File: src/rtl/mccontrolunit_fsm_if.sv
`default_nettype none
// ============================================================================
// Module      : mccontrolunit_fsm_if
// Description : Unified instruction/data memory port between the multi-cycle
//               control unit and the memory. The memory accepts a request on
//               any cycle where mem_req and mem_ready are both high.
//   mem_req   : request, held until mem_ready
//   mem_ready : memory completes the current request this cycle
//   iord      : address select, 0 = PC, 1 = ALU result
//   wmem      : write enable qualifying mem_req
//   Modports  : master (control unit), slave (memory)
// Revision    : 1.0 - initial release
// ============================================================================
interface mccontrolunit_fsm_if;
  logic mem_req;
  logic mem_ready;
  logic iord;
  logic wmem;

  modport master (
    output mem_req,
    output iord,
    output wmem,
    input  mem_ready
  );

  modport slave (
    input  mem_req,
    input  iord,
    input  wmem,
    output mem_ready
  );
endinterface
`default_nettype wire

File: src/rtl/mccontrolunit_fsm.sv
`default_nettype none
// ============================================================================
// Module      : mccontrolunit_fsm
// Description : Multi-cycle MIPS control unit. Sequences each instruction
//               through FETCH/DECODE/EXEC/MEM/WB over a shared memory port
//               and drives the datapath strobes plus pcwrite/irwrite/iord.
//               Counts retired instructions.
// Parameters  : TIMEOUT - wait cycles before a bus error (1..255)
//               CNT_W   - retired-instruction counter width
// Ports       : clk, rst         - clock, synchronous active-high reset
//               op, func, z      - IR opcode/function, ALU zero flag
//               mem              - memory port (master modport)
//               irwrite, pcwrite, pcsrc, wreg, regrt, jal, m2reg,
//               aluimm, sext, shift, aluc - datapath strobes
//               instr_cnt        - retired instruction count
//               exc, exc_cause   - trap pulse and cause
// Option      : define MCCU_EXC_EN to enable the memory timeout and the
//               illegal-instruction trap; otherwise waits are unbounded,
//               illegal instructions are NOPs and exc/exc_cause read 0.
// Revision    : 1.0 - initial release
// ============================================================================
module mccontrolunit_fsm #(
  parameter int TIMEOUT = 16,
  parameter int CNT_W   = 32
) (
  input  wire logic             clk,
  input  wire logic             rst,
  input  wire logic [5:0]       op,
  input  wire logic [5:0]       func,
  input  wire logic             z,
  mccontrolunit_fsm_if.master   mem,
  output logic                  irwrite,
  output logic                  pcwrite,
  output logic [1:0]            pcsrc,
  output logic                  wreg,
  output logic                  regrt,
  output logic                  jal,
  output logic                  m2reg,
  output logic                  aluimm,
  output logic                  sext,
  output logic                  shift,
  output logic [3:0]            aluc,
  output logic [CNT_W-1:0]      instr_cnt,
  output logic                  exc,
  output logic [1:0]            exc_cause
);

  localparam logic [2:0] S_FETCH  = 3'd0;
  localparam logic [2:0] S_DECODE = 3'd1;
  localparam logic [2:0] S_EXEC   = 3'd2;
  localparam logic [2:0] S_MEM    = 3'd3;
  localparam logic [2:0] S_WB     = 3'd4;
  localparam logic [2:0] S_TRAP   = 3'd5;

  localparam logic [5:0] OP_RTYPE = 6'b000000;
  localparam logic [5:0] OP_J     = 6'b000010;
  localparam logic [5:0] OP_JAL   = 6'b000011;
  localparam logic [5:0] OP_BEQ   = 6'b000100;
  localparam logic [5:0] OP_BNE   = 6'b000101;
  localparam logic [5:0] OP_ADDI  = 6'b001000;
  localparam logic [5:0] OP_ANDI  = 6'b001100;
  localparam logic [5:0] OP_ORI   = 6'b001101;
  localparam logic [5:0] OP_XORI  = 6'b001110;
  localparam logic [5:0] OP_LUI   = 6'b001111;
  localparam logic [5:0] OP_LW    = 6'b100011;
  localparam logic [5:0] OP_SW    = 6'b101011;

  localparam logic [5:0] FN_SLL   = 6'b000000;
  localparam logic [5:0] FN_SRL   = 6'b000010;
  localparam logic [5:0] FN_SRA   = 6'b000011;
  localparam logic [5:0] FN_JR    = 6'b001000;
  localparam logic [5:0] FN_ADD   = 6'b100000;
  localparam logic [5:0] FN_SUB   = 6'b100010;
  localparam logic [5:0] FN_AND   = 6'b100100;
  localparam logic [5:0] FN_OR    = 6'b100101;
  localparam logic [5:0] FN_XOR   = 6'b100110;

  if (TIMEOUT < 1 || TIMEOUT > 255) begin : g_timeout_range_check
    $error("mccontrolunit_fsm: TIMEOUT must be within 1..255");
  end

  logic [2:0]       state_q, state_d;
  logic [CNT_W-1:0] instr_cnt_q, instr_cnt_d;
  logic             retire;
  logic             mem_req_c, iord_c, wmem_c;

  // Instruction decode (independent of state)
  logic             legal;
  logic [3:0]       aluc_dec;
  logic             shift_dec, aluimm_dec, sext_dec;
  logic             is_j, is_jal, is_jr, is_beq, is_bne, is_lw, is_sw;

  assign is_j   = (op == OP_J);
  assign is_jal = (op == OP_JAL);
  assign is_jr  = (op == OP_RTYPE) && (func == FN_JR);
  assign is_beq = (op == OP_BEQ);
  assign is_bne = (op == OP_BNE);
  assign is_lw  = (op == OP_LW);
  assign is_sw  = (op == OP_SW);

`ifdef MCCU_EXC_EN
  localparam int WAIT_W = $clog2(TIMEOUT + 1);
  logic [WAIT_W-1:0] wait_q, wait_d;
  logic [1:0]        cause_q, cause_d;
  logic              timeout;

  // True while the current waiting cycle is the TIMEOUT-th one.
  assign timeout = (wait_q == WAIT_W'(TIMEOUT - 1));
`endif

  // ALU control keeps the single-cycle encoding; don't-care bits are 0.
  always_comb begin
    legal      = 1'b0;
    aluc_dec   = 4'b0000;
    shift_dec  = 1'b0;
    aluimm_dec = 1'b0;
    sext_dec   = 1'b0;
    case (op)
      OP_RTYPE: begin
        case (func)
          FN_ADD: begin legal = 1'b1; aluc_dec = 4'b0000; end
          FN_SUB: begin legal = 1'b1; aluc_dec = 4'b0100; end
          FN_AND: begin legal = 1'b1; aluc_dec = 4'b0001; end
          FN_OR:  begin legal = 1'b1; aluc_dec = 4'b0101; end
          FN_XOR: begin legal = 1'b1; aluc_dec = 4'b0010; end
          FN_SLL: begin legal = 1'b1; aluc_dec = 4'b0011; shift_dec = 1'b1; end
          FN_SRL: begin legal = 1'b1; aluc_dec = 4'b0111; shift_dec = 1'b1; end
          FN_SRA: begin legal = 1'b1; aluc_dec = 4'b1111; shift_dec = 1'b1; end
          FN_JR:  legal = 1'b1;
          default: legal = 1'b0;
        endcase
      end
      OP_ADDI: begin legal = 1'b1; aluimm_dec = 1'b1; sext_dec = 1'b1; aluc_dec = 4'b0000; end
      OP_ANDI: begin legal = 1'b1; aluimm_dec = 1'b1; aluc_dec = 4'b0001; end
      OP_ORI:  begin legal = 1'b1; aluimm_dec = 1'b1; aluc_dec = 4'b0101; end
      OP_XORI: begin legal = 1'b1; aluimm_dec = 1'b1; aluc_dec = 4'b0010; end
      OP_LUI:  begin legal = 1'b1; aluimm_dec = 1'b1; aluc_dec = 4'b0110; end
      OP_LW, OP_SW: begin
        legal = 1'b1; aluimm_dec = 1'b1; sext_dec = 1'b1; aluc_dec = 4'b0000;
      end
      OP_BEQ, OP_BNE: begin legal = 1'b1; sext_dec = 1'b1; aluc_dec = 4'b0010; end
      OP_J, OP_JAL: legal = 1'b1;
      default: legal = 1'b0;
    endcase
  end

  // Sequencer: next state and all outputs decode from state_q plus inputs.
  always_comb begin
    state_d   = state_q;
    retire    = 1'b0;
    mem_req_c = 1'b0;
    iord_c    = 1'b0;
    wmem_c    = 1'b0;
    irwrite   = 1'b0;
    pcwrite   = 1'b0;
    pcsrc     = 2'b00;
    wreg      = 1'b0;
    regrt     = 1'b0;
    jal       = 1'b0;
    m2reg     = 1'b0;
    aluimm    = 1'b0;
    sext      = 1'b0;
    shift     = 1'b0;
    aluc      = 4'b0000;
    exc       = 1'b0;
    exc_cause = 2'b00;
`ifdef MCCU_EXC_EN
    cause_d   = cause_q;
`endif
    case (state_q)
      S_FETCH: begin
        mem_req_c = 1'b1;
        if (mem.mem_ready) begin
          irwrite = 1'b1;
          pcwrite = 1'b1;
          state_d = S_DECODE;
        end
`ifdef MCCU_EXC_EN
        else if (timeout) begin
          state_d = S_TRAP;
          cause_d = 2'b10;
        end
`endif
      end
      S_DECODE: begin
        if (!legal) begin
`ifdef MCCU_EXC_EN
          state_d = S_TRAP;
          cause_d = 2'b01;
`else
          state_d = S_FETCH;
`endif
        end else if (is_j || is_jal) begin
          pcwrite = 1'b1;
          pcsrc   = 2'b11;
          wreg    = is_jal;
          jal     = is_jal;
          state_d = S_FETCH;
          retire  = 1'b1;
        end else if (is_jr) begin
          pcwrite = 1'b1;
          pcsrc   = 2'b10;
          state_d = S_FETCH;
          retire  = 1'b1;
        end else begin
          state_d = S_EXEC;
        end
      end
      S_EXEC: begin
        aluc   = aluc_dec;
        shift  = shift_dec;
        aluimm = aluimm_dec;
        sext   = sext_dec;
        if (is_beq || is_bne) begin
          if ((is_beq && z) || (is_bne && !z)) begin
            pcwrite = 1'b1;
            pcsrc   = 2'b01;
          end
          state_d = S_FETCH;
          retire  = 1'b1;
        end else if (is_lw || is_sw) begin
          state_d = S_MEM;
        end else begin
          state_d = S_WB;
        end
      end
      S_MEM: begin
        mem_req_c = 1'b1;
        iord_c    = 1'b1;
        wmem_c    = is_sw;
        if (mem.mem_ready) begin
          if (is_sw) begin
            state_d = S_FETCH;
            retire  = 1'b1;
          end else begin
            state_d = S_WB;
          end
        end
`ifdef MCCU_EXC_EN
        else if (timeout) begin
          state_d = S_TRAP;
          cause_d = 2'b10;
        end
`endif
      end
      S_WB: begin
        wreg    = 1'b1;
        regrt   = (op != OP_RTYPE);
        m2reg   = is_lw;
        aluc    = aluc_dec;
        shift   = shift_dec;
        aluimm  = aluimm_dec;
        sext    = sext_dec;
        state_d = S_FETCH;
        retire  = 1'b1;
      end
      S_TRAP: begin
        // Datapath muxes the exception vector in on pcsrc=11 during TRAP.
`ifdef MCCU_EXC_EN
        exc       = 1'b1;
        exc_cause = cause_q;
        pcwrite   = 1'b1;
        pcsrc     = 2'b11;
`endif
        state_d = S_FETCH;
      end
      default: state_d = S_FETCH;
    endcase

    // Reset squashes every strobe so a pending request or write is dropped.
    if (rst) begin
      state_d   = S_FETCH;
      retire    = 1'b0;
      mem_req_c = 1'b0;
      iord_c    = 1'b0;
      wmem_c    = 1'b0;
      irwrite   = 1'b0;
      pcwrite   = 1'b0;
      pcsrc     = 2'b00;
      wreg      = 1'b0;
      regrt     = 1'b0;
      jal       = 1'b0;
      m2reg     = 1'b0;
      aluimm    = 1'b0;
      sext      = 1'b0;
      shift     = 1'b0;
      aluc      = 4'b0000;
      exc       = 1'b0;
      exc_cause = 2'b00;
    end

    instr_cnt_d = retire ? (instr_cnt_q + CNT_W'(1)) : instr_cnt_q;

`ifdef MCCU_EXC_EN
    // Counter restarts on every state change, so entry to FETCH or MEM
    // always begins a fresh wait budget.
    wait_d = wait_q;
    if (rst || (state_d != state_q)) begin
      wait_d = '0;
    end else if (mem_req_c && !mem.mem_ready) begin
      wait_d = wait_q + 1'b1;
    end
`endif
  end

  always_ff @(posedge clk) begin
    if (rst) begin
      state_q     <= S_FETCH;
      instr_cnt_q <= '0;
    end else begin
      state_q     <= state_d;
      instr_cnt_q <= instr_cnt_d;
    end
  end

`ifdef MCCU_EXC_EN
  always_ff @(posedge clk) begin
    if (rst) begin
      wait_q  <= '0;
      cause_q <= 2'b00;
    end else begin
      wait_q  <= wait_d;
      cause_q <= cause_d;
    end
  end
`endif

  assign mem.mem_req = mem_req_c;
  assign mem.iord    = iord_c;
  assign mem.wmem    = wmem_c;
  assign instr_cnt   = instr_cnt_q;

endmodule
`default_nettype wire

File: src/flat_wrapper.sv
// flat-port wrapper written by rule: the top's interface ports become plain ports
module mccontrolunit_fsm_flat 
#(
  parameter int TIMEOUT = 16,
  parameter int CNT_W   = 32
)
  (clk, rst, op, func, z, irwrite, pcwrite, pcsrc, wreg, regrt, jal, m2reg, aluimm, sext, shift, aluc, instr_cnt, exc, exc_cause, mem_mem_req, mem_iord, mem_wmem, mem_mem_ready);
  mccontrolunit_fsm_if mem_i ();
  input  wire logic clk;
  input  wire logic rst;
  input  wire logic [5:0] op;
  input  wire logic [5:0] func;
  input  wire logic z;
  output logic irwrite;
  output logic pcwrite;
  output logic [1:0] pcsrc;
  output logic wreg;
  output logic regrt;
  output logic jal;
  output logic m2reg;
  output logic aluimm;
  output logic sext;
  output logic shift;
  output logic [3:0] aluc;
  output logic [CNT_W-1:0] instr_cnt;
  output logic exc;
  output logic [1:0] exc_cause;
  output wire logic [$bits(mem_i.mem_req)-1:0] mem_mem_req;
  output wire logic [$bits(mem_i.iord)-1:0] mem_iord;
  output wire logic [$bits(mem_i.wmem)-1:0] mem_wmem;
  input wire logic [$bits(mem_i.mem_ready)-1:0] mem_mem_ready;
  assign mem_mem_req = mem_i.mem_req;
  assign mem_iord = mem_i.iord;
  assign mem_wmem = mem_i.wmem;
  assign mem_i.mem_ready = mem_mem_ready;
  mccontrolunit_fsm #(.TIMEOUT(TIMEOUT), .CNT_W(CNT_W)) u_core (.clk(clk), .rst(rst), .op(op), .func(func), .z(z), .mem(mem_i), .irwrite(irwrite), .pcwrite(pcwrite), .pcsrc(pcsrc), .wreg(wreg), .regrt(regrt), .jal(jal), .m2reg(m2reg), .aluimm(aluimm), .sext(sext), .shift(shift), .aluc(aluc), .instr_cnt(instr_cnt), .exc(exc), .exc_cause(exc_cause));
endmodule
File: config.mk
export PLATFORM = sky130hd
export DESIGN_NAME = mccontrolunit_fsm_flat
export DESIGN_NICKNAME = d
export VERILOG_FILES = /design/src/rtl/mccontrolunit_fsm_if.sv /design/src/rtl/mccontrolunit_fsm.sv /design/src/flat_wrapper.sv
export SDC_FILE = /design/constraint.sdc
export NUM_CORES = 1
export LEC_CHECK = 0
export ABC_AREA = 1
export CORE_ASPECT_RATIO = 0.8
export CORE_MARGIN = 2
export CORE_UTILIZATION = 38
export CTS_CLUSTER_SIZE = 20
export DETAILED_ROUTE_END_ITERATION = 8
export PLACE_DENSITY_LB_ADDON = 0.25
export SLEW_MARGIN = 20
export SYNTH_ARGS = -nofsm -noshare
export SYNTH_HDL_FRONTEND = slang
export SYNTH_SLANG_ARGS = --single-unit
File: constraint.sdc
create_clock -name clk -period 1.75 [get_ports clk]
set_clock_uncertainty 0.1 [all_clocks]
set_input_delay 0.2625 -clock clk [delete_from_list [all_inputs] [get_ports clk]]
set_output_delay 0.2625 -clock clk [all_outputs]
set_load 0.01 [all_outputs]
==> impl_results.md, run 1 <==
* Reg clk slew, reported paths at 0.07 ns
* DRC at 0
* Unique masters post-synth at 30
* Nets at 636
* Filler cells at 566
* Transition time of the tightest slew-check pin at 0.604 ns
* Run status: finished with violations
* Share of post-route cells with drive strength above 1 at 0.452
* Die Area at 7870 um2
* # diodes at 0
* Routed WL per cell at 15.1 um
* Post-synth EDFFs at 0
* Period utilisation layout at 1.19
* Seq/Total Area, Yosys at 0.257
* LEAKAGE at 2.29 nW
* Asr flop ratio synth at 0
* Setup Crit Path Kind: reg -> out
* Via Count at 3582
* Hold-fix buffers at CTS at 0
* VDD IR max at 0.000266 V
* Worst hold slack at 0.378 ns
* Critical Path RT at 1.39 ns
* CTS root buf: clkbuf_8
* Avg Vias per Cell at 5.07
* Setup_tns at -5.99 ns
* Placed insts at 677
* DIE WIDTH at 98.7 um
* FF/Latch Area at 716 um2
* Boundary Pins at 69
* Post-Syn Area per Cell at 5.87 um2
* Routed wire length at 10.7 mm
* PortBufs at 65
* Worst Setup Slack post-DPL at -0.857 ns
* Area Overhead vs Synth at 76.3%
* Pwr dens at 359 nW/um2
* Max Slew Vio Count at 0
* H-Tree Level Count at 2
* Antenna Nets Post-Route at 0
* Worst Hold Class: in -> reg
* First-pass GRT wire length at 15.5 mm
* Synth warn at 0
* Final Util at 0.693
* CP arrival at 1.73 ns
* Post-Layout Cell Count at 706
* Commonest non-fill, non-tap cell in the layout: nand2_1
* Final setup fails at 46
* FF+latch count, synth at 35
* Max Cap Viol at 0
* CP startpoint kind: flip-flop
* GRT Total Usage at 0.247
* Max FO, Critical Path at 2
* # rows at 27
* Initial core utilization at 0.393
* Largest net degree at the start of global routing at 36
* Worst slew margin at 0.598
* Most frequently used flop master after synthesis: dfxtp_1
* Clock sinks at 35
* Die Span Y at 79.7 um
* Pre-Repair DR Iteration Count at 7
* Clk_lat worst skew at 0.29 ns
* Min Clock Period, post-route at 2.09 ns
* Multi-input logic area at 2310 um2
* CP Capture Type: primary output
* Routability cong. at 0.929
* Syn Inst Count at 464
* Setup ws final at -0.341 ns
* Final Hold Fails at 0
* DR iter-0 viols at 244
* Number of global-route vias before repair at 3311
* Most frequent cells in the layout: nand2_1 (118), buf_4 (72), nor2_1 (55), inv_1 (43), clkdlybuf4s50_1 (34)
* GR Overflow Total at 0
* Initial antenna violation count at 0
* Post-Syn Area at 2720 um2
* Num CTS Buffers at 5
* Max clock buf depth at 2
* HPWL Detailed at 6.87 mm
* CTS tree: yes
* Failing checks: negative setup slack
* Core Area at 6930 um2
* F_max at 478 MHz
* RSZ-0062 raised after global routing: yes
-- per-stage QoR --
| stage | power [W] | instance area, um2 |
|---|---|---|
| 2_1_floorplan | 0.000922 | 2730 |
| 3_3_place_gp | 0.00105 | 3970 |
| 3_5_place_dp | 0.00105 | 3970 |
| 4_1_cts | 0.00168 | 4310 |
| 5_1_grt | 0.00178 | 4800 |
| 6_report | 0.00172 | 4800 |
-- cells by family (layout without fill, tap and decap cells) --
| group | count (synthesis) | in the layout | share of synthesized area |
|---|---|---|---|
| and+or+nand+nor | 291 | 291 | 0.442 |
| buffers and inverters | 63 | 216 | 0.103 |
| AOI/OAI and AO/OA | 50 | 50 | 0.118 |
| DFF | 35 | 35 | 0.257 |
| xor gates and xnor gates | 23 | 23 | 0.0740 |
| adders and majority gates | 1 | 1 | 0.00459 |
| other | 1 | 3 | 0.00138 |
-- sequential cells by signal, indices dropped and copies added, names as in the netlist --
| signal | flops |
|---|---|
| u_core.instr_cnt | 32 |
| u_core.state_q | 3 |
-- power by group --
group | internal (W) | total, W | leakage [nW] | switching (W)
registers | 0.000800 | 0.000807 | 0.287 | 0.00000709
clock network | 0.000309 | 0.000618 | 0.0470 | 0.000309
logic | 0.000133 | 0.000297 | 1.95 | 0.000164
-- final timing paths --
kind                          endpoint                  from  slack [ns]  cells past startpoint
setup reg to reg   u_core.instr_cnt[6]     u_core.state_q[1]       -0.18                     11
hold reg to reg   u_core.instr_cnt[26]  u_core.instr_cnt[26]        0.41                      2
hold / removal       u_core.state_q[1]                   rst        0.38                      5
setup / recovery               pcwrite     u_core.state_q[1]       -0.34                      8
-- worst max-delay path: stages (launching register included) --
cell     delay (ns)
dfxtp_2        0.35
inv_2          0.05
nor3_4         0.21
buf_6          0.13
nand2_4        0.05
nor3_2         0.10
inv_1          0.09
a31oi_1        0.27
buf_2          0.19
-- layout make-up --
type                    count  area share
multi-input cells         368       0.480
flip-flops and latches     35       0.149
inverters                  50      0.0396
clock inverters             1     0.00104
well taps                  87      0.0227
repair buffers            159       0.290
clock buffers               6      0.0172
-- metal layers --
metal	global-route usage	wire (um)
met5	0	0
met1	0.346	4780
met4	0.0507	229
met3	0.0342	611
met2	0.407	5050
-- synthesized netlist by cell type (all sizes together) (2+ instances only) --
| library cell | number | area (um2) |
|---|---|---|
| o21ai | 8 | 43.8 |
| nand3b | 3 | 22.5 |
| inv | 50 | 188 |
| nand2 | 166 | 638 |
| nand4 | 8 | 50.1 |
| o31ai | 2 | 15.0 |
| nor2 | 81 | 327 |
| dfxtp | 35 | 701 |
| a21oi | 38 | 246 |
| xor2 | 15 | 131 |
| xnor2 | 8 | 70.1 |
| nand3 | 17 | 85.1 |
| clkbuf | 3 | 11.3 |
| buf | 10 | 81.3 |
| nor3 | 15 | 75.1 |
-- repair_timing --
action,4_1_cts,5_1_grt
gates cloned,3,2
setup buffers,15,7
resized for setup,166,137
setup endpoints to repair,50,54
pin swaps,28,43
Power figures use the tool's default switching activity.
==> run 2, diff against run 1 <==
--- a/config.mk
+++ b/config.mk
@@ -11,7 +11,7 @@
 export CORE_UTILIZATION = 38
 export CTS_CLUSTER_SIZE = 20
 export DETAILED_ROUTE_END_ITERATION = 8
-export PLACE_DENSITY_LB_ADDON = 0.25
+export PLACE_DENSITY_LB_ADDON = 0.3
 export SLEW_MARGIN = 20
 export SYNTH_ARGS = -nofsm -noshare
 export SYNTH_HDL_FRONTEND = slang
==> run 2 against run 1 <==
Compared with the run above:
- the run still ends with negative setup slack left
- highest routed layer unchanged
- clock power shrank 4.9%
- total power shrank 1.1%
- worst setup slack better by 0.064 ns
- largest power group unchanged
- critical path depth is 3 higher
==> impl_results.md, run 2 (synthesis results as in run 1) <==
* Run status: finished with violations
* Failing checks: negative setup slack
* Via Count at 3689
* Commonest non-fill, non-tap cell in the layout: nand2_1
* Setup Crit Path Kind: reg -> reg
* Min Clock Period, post-route at 2.03 ns
* Worst Setup Slack post-DPL at -0.896 ns
* Hold-fix buffers at CTS at 0
* CP startpoint kind: flip-flop
* Avg Vias per Cell at 5.23
* LEAKAGE at 1.96 nW
* Core Area at 6930 um2
* GRT Total Usage at 0.245
* F_max at 493 MHz
* Cell area after layout at 4660 um2
* Clk_lat worst skew at 0.29 ns
* CTS root buf: clkbuf_8
* Number of global-route vias before repair at 3329
* Switching power at 0.000484 W
* Final Hold Fails at 0
* Final setup fails at 46
* # rows at 27
* DIE WIDTH at 98.7 um
* Most frequent cells in the layout: nand2_1 (124), buf_4 (75), nor2_1 (59), inv_1 (41), clkdlybuf4s50_1 (34)
* Initial core utilization at 0.393
* Seq pwr share at 0.474
* Nets at 635
* Reg clk slew, reported paths at 0.07 ns
* Critical Path RT at 1.86 ns
* Setup ws final at -0.278 ns
* CTS tree: yes
* Routability cong. at 0.971
* Clock sinks at 35
* PortBufs at 65
* WHS Endpoint: u_core.instr_cnt[0]
* Initial antenna violation count at 0
* # diodes at 0
* FF/Latch Area at 713 um2
* CP arrival at 2.14 ns
* Cell count of the worst reg-to-reg path at 11
* Max Slew Vio Count at 0
* R2R Path Start: u_core.state_q[1]
* Worst reg-to-reg setup slack at -0.28 ns
* Area Overhead vs Synth at 71.0%
* Combinational share of power at 0.181
* Clock power frac at 0.345
* Pwr dens at 366 nW/um2
* HPWL Detailed at 6.73 mm
* Routed wire length at 10.8 mm
* Share of post-route cells with drive strength above 1 at 0.399
* Transition time of the tightest slew-check pin at 0.537 ns
* DR iter-0 viols at 309
* Max reg flops at 32
* Hold path startpoint: rst
* Pre-Repair DR Iteration Count at 7
* H-Tree Level Count at 2
* Max Cap Viol at 0
* GR Overflow Total at 0
* Reg-to-Reg End: u_core.instr_cnt[2]
* VDD IR max at 0.000438 V
* Worst hold slack at 0.370 ns
* Routed WL per cell at 15.3 um
* Max FO, Critical Path at 8
* Internal power at 0.00122 W
* Max clock buf depth at 2
* Worst Hold Class: in -> reg
* Antenna Nets Post-Route at 0
* Die Span Y at 79.7 um
* Die Area at 7870 um2
* CP Capture Type: flip-flop
* Worst slew margin at 0.642
* Largest net degree at the start of global routing at 36
* Filler cells at 556
* First-pass GRT wire length at 15.6 mm
* Final Util at 0.672
* Net Sw Frac at 0.284
* Boundary Pins at 69
* DRC at 0
* RSZ-0062 raised after global routing: yes
* Placed Instance Area at 3930 um2
* Multi-input logic area at 2150 um2
* Setup_tns at -9.91 ns
* Num CTS Buffers at 5
* Period utilisation layout at 1.16
* Hold depth at 5
## run 2: worst max-delay path by stage
stage / from / to / slack, ns
after floorplan: u_core.state_q[2] / aluc[0] / 0.03
after global placement: func[5] / wreg / -0.76
after detailed placement: func[5] / wreg / -0.90
after CTS: u_core.state_q[1] / aluc[0] / -0.21
after global routing: u_core.state_q[1] / u_core.instr_cnt[3] / -0.34
final: u_core.state_q[1] / u_core.instr_cnt[2] / -0.28
## run 2: cell type report
type                       instances  area share
timing repair buffer             158       0.303
sequential                        35       0.153
clock buffer                       7      0.0164
tap                               87      0.0234
clock inverter                     1     0.00107
inverter                          50      0.0414
multi-input combinational        368       0.461
## run 2: power groups by stage
stage	combinational (W)	sequential [W]	clock, W
2_1_floorplan	0.0000997	0.000822	0
3_3_place_gp	0.000222	0.000821	0
3_5_place_dp	0.000226	0.000821	0
4_1_cts	0.000260	0.000806	0.000592
5_1_grt	0.000330	0.000808	0.000634
6_report	0.000308	0.000808	0.000588
## run 2: critical path: stages, from the launching register on
cell and delay (ns):
dfxtp_2 0.33, buf_6 0.11, buf_4 0.14, nor3_2 0.19
buf_4 0.19, nand2_4 0.07, buf_6 0.12, a21oi_4 0.21
buf_12 0.15, buf_12 0.13, nand2_2 0.06, a21oi_2 0.14
## run 2: metal layers
metal | part of all wire | track usage | vias to the layer above
met5 | 0 | 0 | -
met4 | 0.023 | 0.0658 | 0
met3 | 0.080 | 0.0385 | 28
met2 | 0.46 | 0.392 | 181
met1 | 0.44 | 0.343 | 1712
li1 | - | - | 1768
## run 2: repair_timing
action                                  CTS  global route
cloned                                    2             3
gates resized for setup                 163            84
setup buffers                            16             6
pin swaps                                33            23
endpoints found under the setup margin   50            54
## run 2: per-stage QoR
step           instances  total power (W)
4_1_cts              699          0.00166
2_1_floorplan        466         0.000922
5_1_grt              706          0.00177
3_3_place_gp         673          0.00104
3_5_place_dp         673          0.00105
6_report             706          0.00170
